[src/rtl/ex_complete_ctrl_pkg.sv]
// Shared execute-stage types: tags, issue/remove packets, functional-unit
// select, memory FSM states and the execute slot record.
`ifndef MUL_LAT
`define MUL_LAT 4
`endif

package ex_complete_ctrl_pkg;

  localparam int MUL_LAT_DEF = `MUL_LAT;
  localparam int RS_IDX_BITS = 3;
  localparam int PHYS_REG_W  = 6;

  typedef enum logic [3:0] {
    ALU_ADD, ALU_SUB, ALU_SLT, ALU_SLTU, ALU_AND, ALU_OR, ALU_XOR,
    ALU_SLL, ALU_SRL, ALU_SRA, ALU_MUL, ALU_MULH, ALU_MULHSU, ALU_MULHU
  } ALU_FUNC;

  typedef struct packed {
    logic [PHYS_REG_W-1:0] phys_reg;
  } TAG;

  typedef struct packed {
    logic    valid;
    TAG      t;
    logic    rd_mem;
    logic    wr_mem;
    ALU_FUNC alu_func;
  } DECODER_PACKET;

  typedef struct packed {
    logic                   issue_en;
    logic [RS_IDX_BITS-1:0] rs_idx;
    DECODER_PACKET          decoder_packet;
  } RS_IS_PACKET;

  typedef struct packed {
    logic                   remove_en;
    logic [RS_IDX_BITS-1:0] remove_idx;
  } EX_RS_PACKET;

  typedef enum logic [1:0] {FU_ALU, FU_MUL, FU_MEM} FU_SEL;

  typedef enum logic [2:0] {IDLE, REQ, WAIT, DONE, DRAIN} MEM_STATE;

  typedef struct packed {
    logic                   valid;
    TAG                     t;
    logic [RS_IDX_BITS-1:0] rs_idx;
    logic                   is_store;
  } EX_SLOT;

  // Memory ops take priority over the multiply decode.
  function automatic FU_SEL fu_select(input DECODER_PACKET d);
    FU_SEL sel;
    sel = FU_ALU;
    if (d.rd_mem || d.wr_mem) begin
      sel = FU_MEM;
    end else begin
      case (d.alu_func)
        ALU_MUL, ALU_MULH, ALU_MULHSU, ALU_MULHU: sel = FU_MUL;
        default:                                 sel = FU_ALU;
      endcase
    end
    return sel;
  endfunction

endpackage

[src/rtl/ex_complete_ctrl_if.sv]
// Issue / completion / memory-request bundle between the reservation
// station side and the execute completion controller.
interface ex_complete_ctrl_if
  import ex_complete_ctrl_pkg::*;
#(
  parameter int RS_IDX_W = RS_IDX_BITS
);

  RS_IS_PACKET         rs_is_packet;
  logic                mem_grant;
  logic                mem_done;
  logic                is_stall;
  TAG                  cdb;
  logic                cdb_en;
  EX_RS_PACKET         ex_rs_packet;
  logic                mem_req;
  logic                mem_req_wr;
  logic [RS_IDX_W-1:0] mem_req_rs_idx;
  logic [2:0]          ex_busy_status;

  modport master (
    input  rs_is_packet, mem_grant, mem_done,
    output is_stall, cdb, cdb_en, ex_rs_packet,
           mem_req, mem_req_wr, mem_req_rs_idx, ex_busy_status
  );

  modport slave (
    output rs_is_packet, mem_grant, mem_done,
    input  is_stall, cdb, cdb_en, ex_rs_packet,
           mem_req, mem_req_wr, mem_req_rs_idx, ex_busy_status
  );

endinterface

[src/rtl/ex_complete_ctrl_mul.sv]
// Stallable multiplier tracking pipe: MUL_LAT stages of valid/tag/rs_idx.
// The whole pipe moves together; it freezes only when the last stage holds
// an entry that lost completion arbitration.
module ex_mul_pipe
  import ex_complete_ctrl_pkg::*;
#(
  parameter int MUL_LAT = MUL_LAT_DEF
) (
  input  logic                   clock,
  input  logic                   reset,
  input  logic                   flush,
  input  logic                   capture,
  input  TAG                     in_t,
  input  logic [RS_IDX_BITS-1:0] in_rs_idx,
  input  logic                   complete,
  output logic                   accept,
  output EX_SLOT                 last,
  output logic                   busy
);

  localparam int LAST = MUL_LAT - 1;

  logic [MUL_LAT-1:0]     vld_p;
  TAG                     tag_p [MUL_LAT];
  logic [RS_IDX_BITS-1:0] idx_p [MUL_LAT];
  logic                   advance;

  assign advance = !vld_p[LAST] || complete;
  // A stalled pipe can still take an entry into an empty first stage.
  assign accept  = advance || !vld_p[0];
  assign busy    = |vld_p;
  assign last    = '{valid: vld_p[LAST], t: tag_p[LAST], rs_idx: idx_p[LAST], is_store: 1'b0};

  // Stage valids: shift on advance, otherwise only fill an empty stage 0.
  always_ff @(posedge clock or negedge reset) begin
    if (!reset) begin
      vld_p <= '0;
    end else if (flush) begin
      vld_p <= '0;
    end else if (advance) begin
      vld_p <= {vld_p[MUL_LAT-2:0], capture};
    end else if (capture) begin
      vld_p[0] <= 1'b1;
    end
  end

  // Stage payload follows the valids; no reset needed on data.
  always_ff @(posedge clock) begin
    if (advance) begin
      for (int i = MUL_LAT - 1; i > 0; i--) begin
        tag_p[i] <= tag_p[i-1];
        idx_p[i] <= idx_p[i-1];
      end
    end
    if (capture) begin
      tag_p[0] <= in_t;
      idx_p[0] <= in_rs_idx;
    end
  end

endmodule

[src/rtl/ex_complete_ctrl.sv]
// Execute-side completion controller: routes issued instructions to the
// ALU slot, multiplier pipe or memory FSM, back-pressures issue, and picks
// one completion per cycle for the CDB and the RS remove port.
module ex_complete_ctrl
  import ex_complete_ctrl_pkg::*;
#(
  parameter int MUL_LAT  = MUL_LAT_DEF,
  parameter int RS_IDX_W = RS_IDX_BITS
) (
  input  logic               clock,
  input  logic               reset,
  input  logic               interrupt,
  ex_complete_ctrl_if.master bus
);

  DECODER_PACKET          dec;
  logic                   issue_vld;
  FU_SEL                  fu_sel;
  logic                   unit_accept;
  logic                   capture;
  logic                   alu_cap;
  logic                   mul_cap;
  logic                   mem_cap;
  logic                   alu_accept;
  logic                   mul_accept;
  logic                   mul_busy;

  logic                   alu_vld_p0;
  TAG                     alu_tag_p0;
  logic [RS_IDX_BITS-1:0] alu_idx_p0;

  MEM_STATE               mem_state;
  TAG                     mem_tag;
  logic [RS_IDX_W-1:0]    mem_idx;
  logic                   mem_wr;

  EX_SLOT                 alu_view;
  EX_SLOT                 mul_view;
  EX_SLOT                 mem_view;
  EX_SLOT                 win;
  FU_SEL                  win_src;
  logic                   alu_win;
  logic                   mul_win;
  logic                   mem_win;

  assign dec       = bus.rs_is_packet.decoder_packet;
  assign issue_vld = bus.rs_is_packet.issue_en && dec.valid;
  assign fu_sel    = fu_select(dec);

  assign alu_accept = !alu_vld_p0 || alu_win;

  // Target-unit acceptance for the current issue.
  always_comb begin
    unit_accept = 1'b0;
    case (fu_sel)
      FU_ALU:  unit_accept = alu_accept;
      FU_MUL:  unit_accept = mul_accept;
      FU_MEM:  unit_accept = (mem_state == IDLE);
      default: unit_accept = 1'b0;
    endcase
  end

  assign bus.is_stall = (issue_vld && !unit_accept) || interrupt;
  assign capture      = issue_vld && !bus.is_stall;
  assign alu_cap      = capture && (fu_sel == FU_ALU);
  assign mul_cap      = capture && (fu_sel == FU_MUL);
  assign mem_cap      = capture && (fu_sel == FU_MEM);

  // ALU slot occupancy: a new capture overrides a same-cycle completion.
  always_ff @(posedge clock or negedge reset) begin
    if (!reset) begin
      alu_vld_p0 <= 1'b0;
    end else if (interrupt) begin
      alu_vld_p0 <= 1'b0;
    end else if (alu_cap) begin
      alu_vld_p0 <= 1'b1;
    end else if (alu_win) begin
      alu_vld_p0 <= 1'b0;
    end
  end

  // ALU slot payload.
  always_ff @(posedge clock) begin
    if (alu_cap) begin
      alu_tag_p0 <= dec.t;
      alu_idx_p0 <= bus.rs_is_packet.rs_idx;
    end
  end

  ex_mul_pipe #(
    .MUL_LAT (MUL_LAT)
  ) u_mul_pipe (
    .clock     (clock),
    .reset     (reset),
    .flush     (interrupt),
    .capture   (mul_cap),
    .in_t      (dec.t),
    .in_rs_idx (bus.rs_is_packet.rs_idx),
    .complete  (mul_win),
    .accept    (mul_accept),
    .last      (mul_view),
    .busy      (mul_busy)
  );

  // Memory FSM: one outstanding request; an interrupted request that was
  // already granted drains until memory reports done, silently.
  always_ff @(posedge clock or negedge reset) begin
    if (!reset) begin
      mem_state <= IDLE;
    end else begin
      case (mem_state)
        IDLE: begin
          if (mem_cap) mem_state <= REQ;
        end
        REQ: begin
          if (interrupt)                          mem_state <= IDLE;
          else if (bus.mem_grant && bus.mem_done) mem_state <= DONE;
          else if (bus.mem_grant)                 mem_state <= WAIT;
        end
        WAIT: begin
          if (interrupt)         mem_state <= bus.mem_done ? IDLE : DRAIN;
          else if (bus.mem_done) mem_state <= DONE;
        end
        DONE: begin
          if (interrupt || mem_win) mem_state <= IDLE;
        end
        DRAIN: begin
          if (bus.mem_done) mem_state <= IDLE;
        end
        default: mem_state <= IDLE;
      endcase
    end
  end

  // Memory request payload, held stable from capture until completion.
  always_ff @(posedge clock) begin
    if (mem_cap) begin
      mem_tag <= dec.t;
      mem_idx <= RS_IDX_W'(bus.rs_is_packet.rs_idx);
      mem_wr  <= dec.wr_mem;
    end
  end

  assign alu_view = '{valid: alu_vld_p0, t: alu_tag_p0, rs_idx: alu_idx_p0, is_store: 1'b0};
  assign mem_view = '{valid: (mem_state == DONE), t: mem_tag,
                      rs_idx: RS_IDX_BITS'(mem_idx), is_store: mem_wr};

  // Fixed-priority completion pick: MEM > MUL > ALU; interrupt kills it.
  always_comb begin
    win     = '0;
    win_src = FU_ALU;
    if (mem_view.valid) begin
      win     = mem_view;
      win_src = FU_MEM;
    end else if (mul_view.valid) begin
      win     = mul_view;
      win_src = FU_MUL;
    end else if (alu_view.valid) begin
      win     = alu_view;
      win_src = FU_ALU;
    end
    if (interrupt) win.valid = 1'b0;
  end

  assign alu_win = win.valid && (win_src == FU_ALU);
  assign mul_win = win.valid && (win_src == FU_MUL);
  assign mem_win = win.valid && (win_src == FU_MEM);

  assign bus.cdb_en       = win.valid && !win.is_store;
  assign bus.cdb          = bus.cdb_en ? win.t : '0;
  assign bus.ex_rs_packet = '{remove_en: win.valid, remove_idx: (win.valid ? win.rs_idx : '0)};

  assign bus.mem_req        = (mem_state == REQ);
  assign bus.mem_req_wr     = bus.mem_req && mem_wr;
  assign bus.mem_req_rs_idx = bus.mem_req ? mem_idx : '0;
  assign bus.ex_busy_status = {(mem_state != IDLE), mul_busy, alu_vld_p0};

endmodule

[src/flat_wrapper.sv]
// flat-port wrapper written by rule: the top's interface ports become plain ports
module ex_complete_ctrl_flat import ex_complete_ctrl_pkg::*;
#(
  parameter int MUL_LAT  = MUL_LAT_DEF,
  parameter int RS_IDX_W = RS_IDX_BITS
)
  (clock, reset, interrupt, bus_rs_is_packet, bus_mem_grant, bus_mem_done, bus_is_stall, bus_cdb, bus_cdb_en, bus_ex_rs_packet, bus_mem_req, bus_mem_req_wr, bus_mem_req_rs_idx, bus_ex_busy_status);
  ex_complete_ctrl_if #(.RS_IDX_W(RS_IDX_W)) bus_i ();
  input  logic clock;
  input  logic reset;
  input  logic interrupt;
  input wire logic [$bits(bus_i.rs_is_packet)-1:0] bus_rs_is_packet;
  input wire logic [$bits(bus_i.mem_grant)-1:0] bus_mem_grant;
  input wire logic [$bits(bus_i.mem_done)-1:0] bus_mem_done;
  output wire logic [$bits(bus_i.is_stall)-1:0] bus_is_stall;
  output wire logic [$bits(bus_i.cdb)-1:0] bus_cdb;
  output wire logic [$bits(bus_i.cdb_en)-1:0] bus_cdb_en;
  output wire logic [$bits(bus_i.ex_rs_packet)-1:0] bus_ex_rs_packet;
  output wire logic [$bits(bus_i.mem_req)-1:0] bus_mem_req;
  output wire logic [$bits(bus_i.mem_req_wr)-1:0] bus_mem_req_wr;
  output wire logic [$bits(bus_i.mem_req_rs_idx)-1:0] bus_mem_req_rs_idx;
  output wire logic [$bits(bus_i.ex_busy_status)-1:0] bus_ex_busy_status;
  assign bus_i.rs_is_packet = bus_rs_is_packet;
  assign bus_i.mem_grant = bus_mem_grant;
  assign bus_i.mem_done = bus_mem_done;
  assign bus_is_stall = bus_i.is_stall;
  assign bus_cdb = bus_i.cdb;
  assign bus_cdb_en = bus_i.cdb_en;
  assign bus_ex_rs_packet = bus_i.ex_rs_packet;
  assign bus_mem_req = bus_i.mem_req;
  assign bus_mem_req_wr = bus_i.mem_req_wr;
  assign bus_mem_req_rs_idx = bus_i.mem_req_rs_idx;
  assign bus_ex_busy_status = bus_i.ex_busy_status;
  ex_complete_ctrl #(.MUL_LAT(MUL_LAT), .RS_IDX_W(RS_IDX_W)) u_core (.clock(clock), .reset(reset), .interrupt(interrupt), .bus(bus_i));
endmodule
[config.mk]
export PLATFORM = sky130hd
export DESIGN_NAME = ex_complete_ctrl_flat
export DESIGN_NICKNAME = d
export VERILOG_FILES = /design/src/rtl/ex_complete_ctrl_pkg.sv /design/src/rtl/ex_complete_ctrl_if.sv /design/src/rtl/ex_complete_ctrl_mul.sv /design/src/rtl/ex_complete_ctrl.sv /design/src/flat_wrapper.sv
export SDC_FILE = /design/constraint.sdc
export NUM_CORES = 1
export LEC_CHECK = 0
export CAP_MARGIN = 20
export CELL_PAD_IN_SITES_DETAIL_PLACEMENT = 0
export CELL_PAD_IN_SITES_GLOBAL_PLACEMENT = 1
export CORE_ASPECT_RATIO = 1.25
export CORE_UTILIZATION = 31
export CTS_BUF_LIST = sky130_fd_sc_hd__clkbuf_8 sky130_fd_sc_hd__clkbuf_16
export DETAILED_ROUTE_END_ITERATION = 10
export GPL_ROUTABILITY_DRIVEN = 0
export PLACE_DENSITY_LB_ADDON = 0.1
export SLEW_MARGIN = 40
export SYNTH_ARGS = -nofsm -noshare
export SYNTH_HDL_FRONTEND = slang
export SYNTH_SLANG_ARGS = --single-unit
[constraint.sdc]
create_clock -name clock -period 2.3 [get_ports clock]
set_input_delay 0.69 -clock clock [delete_from_list [all_inputs] [get_ports clock]]
set_output_delay 0.69 -clock clock [all_outputs]
set_load 0.01 [all_outputs]
# Word-level counts from Yosys, hierarchy flattened
# Memory sizes are Yosys's and may differ from the RTL's.
# Index checks and enable logic that the tools add are counted.
dict set report op_classes {
  n_lt_le_gt_ge 0
  shift 0
  reduce_logical 34
  addsub 0
  n_mul 0
  n_mux 33
  bitwise 0
  div_mod_pow 0
  eq_ne 17
}
# operator n
set op_table {}
lappend op_table {{$mux 3} 12}
lappend op_table {{$mux 11} 3}
lappend op_table {{$eq 4x4->1 const B} 4}
lappend op_table {{$pmux 3 s5} 1}
lappend op_table {{$logic_and 1x1->1} 12}
lappend op_table {{$mux 1} 12}
lappend op_table {{$reduce_bool 3->1} 3}
lappend op_table {{$reduce_or 4->1} 2}
lappend op_table {{$eq 3x2->1 const B} 2}
lappend op_table {{$logic_not 1->1} 6}
lappend op_table {{$logic_or 1x1->1} 6}
lappend op_table {{$mux 6} 1}
lappend op_table {{$reduce_and 5->1} 1}
lappend op_table {{$eq 2x1->1 const B} 2}
lappend op_table {{$eq 2x2->1 const B} 2}
lappend op_table {{$logic_not 2->1} 2}
lappend op_table {{$mux 2} 2}
lappend op_table {{$mux 4} 1}
lappend op_table {{$ne 2x2->1 const B} 2}
lappend op_table {{$ne 4x4->1 const B} 1}
lappend op_table {{$eq 3x1->1 const B} 1}
lappend op_table {{$eq 3x3->1 const B} 1}
lappend op_table {{$logic_not 3->1} 1}
lappend op_table {{$ne 3x3->1 const B} 1}
lappend op_table {{3 further kinds} 3}
dict set report totals {
  mem_bits_rw 36
  word_cells 95
  rom_bits 0
  mem_count 2
  out_inout_bits 20
  latch_bits 0
  ff_bits 27
}
# memory depth width rd rd_ports_with_merged_regs wr line
set memory_table {}
lappend memory_table {u_core.u_mul_pipe.tag_p 4 6 4 0 4 ex_complete_ctrl_mul.sv:24} ;# TAG tag_p [MUL_LAT];
lappend memory_table {u_core.u_mul_pipe.idx_p 4 3 4 0 4 ex_complete_ctrl_mul.sv:25} ;# logic [RS_IDX_BITS-1:0] idx_p [MUL_LAT];

# Logic depth before layout (Yosys ltp)
dict set report logic_depth {
  ltp_word 17
  mapped_depth 6
  depth_no_buf 4
}

# Cells and area by module
# A second synthesis with hierarchy kept.
dict set report unflattened {
  cells_unflattened 176
  area_unflattened_um2 2612.5
}
# module instances area_per_inst_um2 cells_per_inst seq_area_each_um2
set modules_own_cells {}
lappend modules_own_cells {ex_complete_ctrl 1 1330.0 121 670.6}
lappend modules_own_cells {ex_mul_pipe 1 1282.5 55 1181.1}

# Worst setup path after synthesis
# Ideal clock, no wire load.
dict set report synth_timing {
  kind {reg2reg}
  start {register u_core.mem_state[0]}
  end {register u_core.mem_idx[0], enable pin}
  setup_slack_ns 0.030
  path_buffers 1
  path_stages_with_launch 5
  t_arrival_ns 1.880
  period_less_slack_ns 2.270
  cell_sequence {dfrtp_1 buf_6 or3_4 or2_1 nor3_1}
}
dict set report synth_between {
  elab_chain_cells 13
  elab_cells_between_ends 19
  classes_between {2 x eq/ne; 4 x mux; 13 x reduce/logical}
}
# item line
set synth_lines {}
lappend synth_lines {{from (decl)} ex_complete_ctrl.sv:32} ;# MEM_STATE mem_state;
lappend synth_lines {{from (signal assigned)} ex_complete_ctrl.sv:121} ;# if (interrupt) mem_state <= bus.mem_done ? IDLE : DRAIN;
lappend synth_lines {{$eq 3x2->1} ex_complete_ctrl.sv:145} ;# assign mem_view = '{valid: (mem_state == DONE), t: mem_tag,
lappend synth_lines {{$mux 2 or $mux 11 (tied branches)} ex_complete_ctrl.sv:152} ;# if (mem_view.valid) begin
lappend synth_lines {{$eq 2x1->1 or $mux 1 (tied branches)} {ex_complete_ctrl.sv:166, ex_complete_ctrl.sv:162}}
lappend synth_lines {{$logic_and 1x1->1} ex_complete_ctrl.sv:166} ;# assign mul_win = win.valid && (win_src == FU_MUL);
lappend synth_lines {{$logic_or 1x1->1} ex_complete_ctrl_mul.sv:28} ;# assign advance = !vld_p[LAST] || complete;
lappend synth_lines {{$logic_or 1x1->1} ex_complete_ctrl_mul.sv:30} ;# assign accept = advance || !vld_p[0];
lappend synth_lines {{$pmux 1 s3 (*)} ex_complete_ctrl.sv:55} ;# case (fu_sel)
lappend synth_lines {{$logic_not 1->1 (*)} ex_complete_ctrl.sv:63} ;# assign bus.is_stall = (issue_vld && !unit_accept) || interrupt;
lappend synth_lines {{$logic_and 1x1->1 (*)} ex_complete_ctrl.sv:63}
lappend synth_lines {{$logic_or 1x1->1 (*)} ex_complete_ctrl.sv:63}
lappend synth_lines {{$logic_not 1->1 (*)} ex_complete_ctrl.sv:64} ;# assign capture = issue_vld && !bus.is_stall;
lappend synth_lines {{$logic_and 1x1->1 (*)} ex_complete_ctrl.sv:64}
lappend synth_lines {{$logic_and 1x1->1 (*)} ex_complete_ctrl.sv:67} ;# assign mem_cap = capture && (fu_sel == FU_MEM);
lappend synth_lines {{via u_core.mem_cap} ex_complete_ctrl.sv:23} ;# logic mem_cap;
lappend synth_lines {{to (signal assigned)} ex_complete_ctrl.sv:139} ;# mem_idx <= RS_IDX_W'(bus.rs_is_packet.rs_idx);
lappend synth_lines {{to (decl)} ex_complete_ctrl.sv:34} ;# logic [RS_IDX_W-1:0] mem_idx;
# The timed path passes the listed nets; every way through them passes the cells marked *.
# A chain may end at the register's enable or synchronous reset.

# Worst setup path after layout
dict set report layout_timing {
  start {register u_core.mem_state[2]}
  end {output port bus_is_stall}
}
dict set report layout_between {
  elab_chain_cells 10
  elab_cells_between_ends 16
  classes_between {2 x eq/ne; 4 x mux; 10 x reduce/logical}
}
# item line
set layout_lines {}
lappend layout_lines {{$eq 3x2->1} ex_complete_ctrl.sv:145}
lappend layout_lines {{$mux 2 or $mux 11 (tied branches)} ex_complete_ctrl.sv:152}
lappend layout_lines {{$eq 2x1->1 or $mux 1 (tied branches)} {ex_complete_ctrl.sv:166, ex_complete_ctrl.sv:162}}
lappend layout_lines {{$logic_and 1x1->1} ex_complete_ctrl.sv:166}
lappend layout_lines {{$logic_or 1x1->1} ex_complete_ctrl_mul.sv:28}
lappend layout_lines {{$logic_or 1x1->1} ex_complete_ctrl_mul.sv:30}
lappend layout_lines {{$pmux 1 s3 (*)} ex_complete_ctrl.sv:55}
lappend layout_lines {{$logic_not 1->1 (*)} ex_complete_ctrl.sv:63}
lappend layout_lines {{$logic_and 1x1->1 (*)} ex_complete_ctrl.sv:63}
lappend layout_lines {{$logic_or 1x1->1 (*)} ex_complete_ctrl.sv:63}
lappend layout_lines {{to (decl)} flat_wrapper.sv:15} ;# output wire logic [$bits(bus_i.is_stall)-1:0] bus_is_stall;
# Mark *: on every way between the ends. The rest lies on a longest branch, timed or not.

==> results_dict.tcl <==
set metrics [dict create \
    finalCriticalPeriod_ns 2.440 \
    yosysSeqAreaShare_pct 76.09 \
    setup_ws_ns -0.1400 \
    synth_edf_count 55 \
    syn_nets 176 \
    synth_top_area_share_pct 67.87 \
    finalNonFillerCells 333 \
    fin_crit_sh_pct 106.1 \
    yosys_most_used_dff "edfxtp_1" \
    slew_viol_final 0 \
    p_leak_nw 1.366 \
    synthToLayoutAreaGrowth_pct 42.00 \
    status "finished, violations left" \
    layout.nets 258 \
    fp.dieH_um 101.1 \
    boundaryPins 42 \
    grt_setup_unrepaired "true" \
    synthTopCellsByCount "edfxtp_1 (55), nor2_1 (15), nor3_1 (12)" \
    synth_most_common_cell "edfxtp_1" \
    ctsLongestPathBuffers 2 \
    synth_area_leader_cell "edfxtp_1" \
    placed_area_um2 3154 \
    final_area_um2 3456 \
    synth.distinct_cells 35 \
    grt-ovfl-total 0 \
    drt_iter0_drc 68 \
    setup_viol_count_final 8 \
    hold_depth 0 \
    die_area_um2 8211 \
    reg2reg_depth 5 \
    async_reset_ff_share_pct 12.70 \
    vdd_drop_max_mv 0.3219 \
    synth_area_leaders "edfxtp_1 (68%), dfrtp_1 (8.2%), a221oi_1 (2.9%)" \
    clkSlewWorstSetupHoldPaths_ns 0.06 \
    routed_wl_um 5433 \
    dp.cells 310 \
    startpoint "u_core.mem_state[2]" \
    num_vias 1577 \
    first_pass_iters 6 \
    core_area_um2 7488 \
    grt_pass1_wl_um 8604 \
    antenna_found_initial 0 \
    slowest_stage "dfrtp_1" \
    routedWlPerCell_um 16.32 \
    antenna_cells 0 \
    critPathKind "register to output port" \
    first_global_vias 1705 \
    drc_errors 0 \
    insertion_delay_ns 0.33 \
    synth_area_um2 2434 \
    grt_max_degree 13 \
    path_max_fanout 4 \
    hold_start "u_core.u_mul_pipe.tag_p[1][1]" \
    max-cap-violations 0 \
    row_count 35 \
    hpwl_um 3688 \
    hold_viol 0 \
    root_buffer "clkbuf_8" \
    drive_gt1_share_pct 40.66 \
    htreeDepth 3 \
    slowest_delay_ns 0.40 \
    startpoint_type "register" \
    worst_hold_slack_ns 0.4205 \
    ant_nets 0 \
    worst_pin_slew_ns 0.4300 \
    cts_made_buffers 9 \
    fmax_mhz 409.8 \
    ys_warn_count 0 \
    grtUsageTotal_pct 15.00 \
    start_util_pct 32.50 \
    r2r_start "u_core.mem_state[2]" \
    clock_skew_ns 0.006373 \
    avgSynthCellArea_um2 15.80 \
    max_slew_margin_pct 71.25 \
    critPathRequiredTime_ns 1.61 \
    cts_sinks 63 \
    ys_ff_latch 63 \
    worstPathCellList "or3_4 > or2_4 > a31oi_4 > a211oi_2 > buf_2" \
    cp-end-kind "output port" \
    min_path_type "register to register" \
    cts_tree "built" \
    cp.arrival_ns 1.75 \
    synth_cells 154 \
    die_width_um 81.25 \
    port_buffers 40 \
    violations "negative setup slack" \
    power_density_nw_per_um2 673.3 \
    post_drt_via_cell_ratio 4.736 \
    setup_tns_ns -0.5433 \
]
-- placed cells by master (no fill, tap or decap), types with 5 or more instances in the layout --
master            n
edfxtp_1         55
buf_4            31
clkdlybuf4s50_1  16
nor2_1           14
buf_2            14
clkbuf_8          9
buf_6             9
dfrtp_1           8
nor3_2            7
nand2_1           6
a221oi_2          6
nor3_1            5
dlygate4sd2_1     5
-- area by class of cell --
cell class / instances / area (um2)
Tap cell: 92 / 115.1
Fill cell: 697 / 4033
Sequential cell: 63 / 1852
Timing Repair Buffer: 80 / 668.1
Clock buffer: 9 / 123.9
Clock inverter: 7 / 57.56
Multi-Input combinational cell: 79 / 628.1
Inverter: 3 / 11.26
-- stage by stage --
stage | utilization (%) | power (W) | worst slack (ns)
after floorplan | - | 0.001352 | 0.03048
after global placement | 42.12 | 0.001462 | -0.7605
after detailed placement | 42.12 | 0.001466 | -0.7926
after CTS | 45.38 | 0.002343 | -0.1666
after global routing | 46.15 | 0.002420 | -0.2145
final | 46.15 | 0.002327 | -0.1400
-- critical path, delay by kind of cell, from the launching register on --
| kind | cells | cell delay (ns) |
|---|---|---|
| compound gates | 2 | 0.22 |
| simple gates | 2 | 0.66 |
| flops | 1 | 0.40 |
| buf+inv | 1 | 0.15 |
-- power by group --
part / internal [W] / total [W] / switching, W
clock network: 0.000484 / 0.000880 / 0.000395
logic: 0.000103 / 0.000185 / 0.0000823
registers: 0.00125 / 0.00126 / 0.00000831
-- state kept, by name (all words and copies together) (netlist names) --
name	cells
u_core.alu_idx_p0	3
u_core.alu_tag_p0	6
u_core.alu_vld_p0	1
u_core.mem_idx	3
u_core.mem_state	3
u_core.mem_tag	6
u_core.mem_wr	1
u_core.u_mul_pipe.idx_p	12
u_core.u_mul_pipe.tag_p	24
u_core.u_mul_pipe.vld_p	4
-- kinds of logic (layout without fill, tap and decap cells) --
family	count (synthesis)	count (layout)	share of synthesized area, %
flip-flops	63	63	76.09
XOR/XNOR	1	1	0.3600
AO/OA/AOI/OAI	23	23	7.301
buffers and inverters	12	99	3.239
AND/OR/NAND/NOR	51	51	11.31
multiplexers	4	4	1.697
-- what timing repair did --
item | CTS | global route
hold buffers | 0 | 0
resized for setup | 95 | 15
endpoints found under the setup margin | 28 | 18
gates cloned | 0 | 0
endpoints found under the hold margin | 0 | 0
pin swaps | 12 | 6
setup buffers | 6 | 1
-- path summary, 6_finish.rpt --
kind / end / slack [ns]
max: bus_is_stall / -0.14
min: u_core.u_mul_pipe.tag_p[2][1] / 0.42
max reg2reg: u_core.mem_idx[1] / 0.41
min reg2reg: u_core.u_mul_pipe.tag_p[2][1] / 0.42
max in group asynchronous: u_core.mem_state[1] / 1.34
min in group asynchronous: u_core.u_mul_pipe.vld_p[0] / 0.66
-- layer usage --
metal  GRT usage [%]  wire (um)  part of all wire [%]
met5               0          0                     0
met4           8.516        184                   3.4
met3           3.348        208                   3.8
met2           25.73       2799                    52
met1           16.90       2240                    41
Power figures use the tool's default switching activity.
